File: src/rtl/bus_proto_pkg.sv
// Shared definitions for data-bus responders: state encoding, bus width and RW encoding.
package bus_proto_pkg;

    localparam int unsigned BUS_WIDTH = 16;

    // Bus responder handshake states
    typedef enum logic [1:0] {
        IDLE  = 2'd0,
        DRIVE = 2'd1,
        TURN  = 2'd2
    } bus_state_t;

    // RW line encoding
    localparam logic READ  = 1'b1;
    localparam logic WRITE = 1'b0;

endpackage : bus_proto_pkg

File: src/rtl/bus_turn_fsm.sv
// Read/turnaround sequencer shared by bus responders: tracks DRIVE/TURN, gates writes.
module bus_turn_fsm
    import bus_proto_pkg::*;
(
    input  logic       i_clk,
    input  logic       i_rst,
    input  logic       i_rw,
    input  logic       i_enable,
    output bus_state_t o_state,
    output logic       o_busy,
    output logic       o_data_oe,
    output logic       o_wr_accept_c
);

    bus_state_t r_state;
    bus_state_t w_state_nxt;
    logic       w_rd;
    logic       w_wr;

    assign w_rd = i_enable & (i_rw == READ);
    assign w_wr = i_enable & (i_rw == WRITE);

    // State register with synchronous reset
    always_ff @(posedge i_clk) begin
        if (i_rst) begin
            r_state <= IDLE;
        end else begin
            r_state <= w_state_nxt;
        end
    end

    // Next-state: any read goes (or stays) in DRIVE, a dropped read passes through TURN
    always_comb begin
        w_state_nxt = r_state;
        case (r_state)
            IDLE:    w_state_nxt = w_rd ? DRIVE : IDLE;
            DRIVE:   w_state_nxt = w_rd ? DRIVE : TURN;
            TURN:    w_state_nxt = w_rd ? DRIVE : IDLE;
            default: w_state_nxt = IDLE;
        endcase
    end

    // Outputs decoded from the registered state; writes only accepted in IDLE
    always_comb begin
        o_busy        = 1'b0;
        o_data_oe     = 1'b0;
        o_wr_accept_c = 1'b0;
        case (r_state)
            IDLE:    o_wr_accept_c = w_wr;
            DRIVE: begin
                o_busy    = 1'b1;
                o_data_oe = 1'b1;
            end
            TURN:    o_busy = 1'b1;
            default: ;
        endcase
    end

    assign o_state = r_state;

endmodule : bus_turn_fsm

File: src/rtl/bus_count_reg.sv
// Loadable incrementing bus register with registered read data and sticky wrap flag.
module bus_count_reg
    import bus_proto_pkg::*;
#(
    parameter int unsigned       WIDTH       = BUS_WIDTH,
    parameter logic [WIDTH-1:0]  RESET_VALUE = '0
) (
    input  logic             CLOCK,
    input  logic             RESET,
    input  logic             RW,
    input  logic             ENABLE,
    input  logic             COUNT,
    input  logic [WIDTH-1:0] DATA_IN,
    output logic [WIDTH-1:0] DATA_OUT,
    output logic             DATA_OE,
    output logic             BUSY,
    output logic             CARRY
);

    bus_state_t       w_state;
    logic             w_wr_accept;
    logic             w_load;
    logic             w_rd;
    logic [WIDTH-1:0] r_count;
    logic [WIDTH-1:0] r_data_out;
    logic             r_carry;

    bus_turn_fsm u_fsm (
        .i_clk         (CLOCK),
        .i_rst         (RESET),
        .i_rw          (RW),
        .i_enable      (ENABLE),
        .o_state       (w_state),
        .o_busy        (BUSY),
        .o_data_oe     (DATA_OE),
        .o_wr_accept_c (w_wr_accept)
    );

    assign w_rd   = ENABLE & (RW == READ);
    assign w_load = w_wr_accept & (w_state == IDLE);

    // Counter and carry: accepted write beats COUNT; wrap from all-ones sets sticky carry
    always_ff @(posedge CLOCK) begin
        if (RESET) begin
            r_count <= RESET_VALUE;
            r_carry <= 1'b0;
        end else if (w_load) begin
            r_count <= DATA_IN;
            r_carry <= 1'b0;
        end else if (COUNT) begin
            r_count <= r_count + WIDTH'(1);
            if (&r_count) begin
                r_carry <= 1'b1;
            end
        end
    end

    // Read data captures the pre-increment register value on every sampled read
    always_ff @(posedge CLOCK) begin
        if (RESET) begin
            r_data_out <= '0;
        end else if (w_rd) begin
            r_data_out <= r_count;
        end
    end

    assign DATA_OUT = r_data_out;
    assign CARRY    = r_carry;

endmodule : bus_count_reg

File: config.mk
export PLATFORM = sky130hd
export DESIGN_NAME = bus_count_reg
export DESIGN_NICKNAME = d
export VERILOG_FILES = /design/src/rtl/bus_proto_pkg.sv /design/src/rtl/bus_turn_fsm.sv /design/src/rtl/bus_count_reg.sv
export SDC_FILE = /design/constraint.sdc
export NUM_CORES = 1
export LEC_CHECK = 0
export CORE_AREA = 2 2 57 59
export CTS_CLUSTER_SIZE = 12
export DETAILED_ROUTE_END_ITERATION = 16
export DIE_AREA = 0 0 59 61
export DONT_BUFFER_PORTS = 1
export PLACE_DENSITY = 0.7
export SLEW_MARGIN = 10
export SYNTH_ARGS = -nofsm -noshare
export SYNTH_HDL_FRONTEND = slang
export SYNTH_SLANG_ARGS = --single-unit
File: constraint.sdc
create_clock -name CLOCK -period 1.35 [get_ports CLOCK]
set_input_delay 0.135 -clock CLOCK [delete_from_list [all_inputs] [get_ports CLOCK]]
set_output_delay 0.135 -clock CLOCK [all_outputs]
set_load 0.02 [all_outputs]
==> out/results.ini, run 1 <==
[grt]
grt_antenna_before_repair=0
grt_max_degree=26
grt.overflow.total=0
grt_first_pass_wirelength_um=6375
gr-usage-all-layers_pct=24.34
grt_pass1_vias=1414

[floorplan]
die_width_um=59
die-height_um=61
initial_utilization_pct=52.88
fp-row-count=20
die_outline_area_mm2=0.003599
io_pins=40
fp.coreArea_mm2=0.002953

[sta]
postLayoutSetupSlackWorst_ns=-0.005893
worst_clock_skew_ns=0.005102
finalCritPeriodShare_pct=100.4
slew_headroom_pct=61.84
final_period_minus_worst_setup_slack_ns=1.356
rsz0062_at_grt=yes
timing_worst_slew_pin_value_ns=0.5710
hold_ws_ns=-0.001775
setup_tns_ns=-0.01125
fmax_ghz=0.7375
report.final.setup_viol=2
slew_viol_final=0
final-hold-violation-count=2

[synthesis]
synth_top_cells_by_area=dfxtp_1 (45%), nand2_1 (8.7%), a21oi_1 (7.4%)
synth_commonest_cells=nand2_1 (36), dfxtp_1 (35), a21oi_1 (23)
synth_top_cell_by_area=dfxtp_1
ys_ff_latch=35
synth_async_sr_flop_share_pct=0
yosysWarnings=0
post-synth-top-count-cell=nand2_1
syn_nets=212
synth.top_cell.area_share_pct=44.87
synth-main-ff-cell=dfxtp_1
synth_sequential_area_ratio_pct=44.87
mappedNetlistArea_mm2=0.001561
synth.avg_cell_area_um2=8.395
synth.distinct_cells=29
cell_count_after_synthesis=186
synth_edf_count=0

[worst_setup_path]
endpoint_kind=register
critical_path_arrival_ns=1.64
r2r_slack_ns=-0.006
max_stage_delay_ns=0.38
critical_setup_path_kind=register to register
rr_startpoint=r_count[8]
worst_r2r_endpoint=r_count[15]
crit_chain=and4_4 > nand4_1 > or3_1 > a31oi_1
cp_max_fo=3
crit_slowest_cell=or3_1
setup.worst_path.start_class=register
critPathRequiredTime_ns=1.64
reg2reg_depth=4

[detailed_routing]
drt_drc_violations_left=0
route.antenna.remaining_nets=0
detail_route.iter0.violations=65
avgViaCountPerCell=5.632
detailroute.via_count=1515
drt_pre_antenna_iters=4
postRouteWirelength_um=4350
detail_route.wl_per_cell_um=16.17

[worst_hold_path]
hold_path.class=input port to register
worst_hold_path.endpoint=r_count[7]
hold_start=DATA_IN[7]
whs_path_depth=2

[place]
portBuffers=0
detailedPlacementHpwl_um=2531
gp_congestion=0.7876

[clocking]
tritoncts=done
clkSinkCount=35
htree_depth=2
clock-root-buffer=clkbuf_4
clock_path_buffers=2
clock_slew_at_reported_path_ffs_ns=0.11
clk_latency_ns=0.35
numCtsBuffers=5

[status]
run_status=complete, but fails checks
failed_checks=hold timing, setup timing

[power_and_ir_drop]
vdd_ir_drop_max_mv=0.5348
cellLeakagePower_nw=0.9033
power_density_mw_per_mm2=966.9
design_power_total_mw=2.139

[layout]
syn_to_final_growth_pct=41.67
design.final.nets=261
fillerInstances=224
layout-drive-gt1-share_pct=30.08
antenna-diode-count=0
sequential_cell_area_um2=725.7
multi_input_comb_area_um2=849.6

[run]
max-cap-violations=0

-- worst max-delay path, delay by kind of cell (launching register included) --
kind,cells,cell delay (ns)
flip-flops,1,0.35
AO/OA/AOI/OAI,1,0.18
AND/OR/NAND/NOR,3,0.76
-- sequential cells by signal, summed over array words and instances, names as in the netlist --
signal and count:
CARRY 1, r_count 16, u_fsm.o_state 2, DATA_OUT 16
-- kinds of logic after synthesis --
family                   synth area share [%]
XOR/XNOR                                6.731
AO/OA/AOI/OAI                           16.27
buffers and inverters                   5.208
adder cells (fa/ha/maj)                 4.006
AND/OR/NAND/NOR                         22.28
flip-flops                              44.87
multiplexers                           0.6411
-- through the flow --
step                      cell area (um2)  utilization, %  instances  worst slack, ns
after floorplan                      1563               -        186         0.002637
after global placement               1700           57.58        225          0.01308
after detailed placement             1700           57.58        225         -0.05787
after CTS                            2063           69.87        258       -0.0001036
after global routing                 2212           74.92        269         -0.06198
final                                2212           74.92        269        -0.005893
-- metal layers --
layer  vias to the layer above  part of all wire (%)  track usage, %
met2                        41                    51           41.27
li1                        738                     -               -
met3                         8                   3.9           6.397
met5                         -                     0               0
met1                       728                    43           28.22
met4                         0                   2.0           12.99
-- worst max path at each step --
stage,slack (ns),start,endpoint
5_1_grt,-0.06,r_count[1],r_count[3]
2_1_floorplan,0.003,r_count[2],r_count[13]
3_3_place_gp,0.01,r_count[4],r_count[13]
4_1_cts,-0.0001,u_fsm.o_state[0],r_count[3]
3_5_place_dp,-0.06,r_count[4],r_count[15]
6_report,-0.006,r_count[8],r_count[15]
-- placed cells by master, fill, tap and decap left out, types with 2 or more instances in the layout --
cell type,Yosys,layout
nor2_1,6,6
nand4_1,5,5
a211oi_1,6,2
and2_1,3,2
xor2_1,11,11
o21ai_0,13,11
a211oi_2,0,4
a31oi_1,3,3
o21ai_1,0,2
dfxtp_2,0,20
buf_4,1,25
inv_1,4,2
ha_4,0,2
nand2_1,36,36
or3_1,3,3
a21oi_1,23,23
nand3_1,5,4
dfxtp_1,35,15
buf_6,1,3
inv_2,0,2
nand4_4,1,2
ha_1,5,3
clkbuf_8,0,2
clkbuf_4,0,5
dlygate4sd3_1,0,27
-- where the power goes --
part / switching, mW / internal (mW) / leakage, nW / total, mW
sequential: 0.0579 / 1.09 / 0.294 / 1.15
combinational: 0.153 / 0.165 / 0.570 / 0.318
clock: 0.367 / 0.306 / 0.0386 / 0.673
-- final cells by class --
type                    count  area share [%]
multi-input cells         133           38.41
repair buffers             56           23.13
clock buffers               8           3.111
inverters                   4          0.6787
flip-flops and latches     35           32.81
well taps                  33           1.867
-- repair_timing --
action	CTS	global route
gates cloned	1	0
endpoints found under the hold margin	30	9
setup buffers	3	6
hold buffers	21	6
gates resized for setup	12	30
pin swaps	6	14
endpoints found under the setup margin	10	27
Power figures use the tool's default switching activity.
==> run 2: changes to the inputs <==
- CTS_CLUSTER_SIZE: 12 -> 14
==> results of run 2 <==
Same layout as run 1: the final DEF is identical, and so are final timing and power.
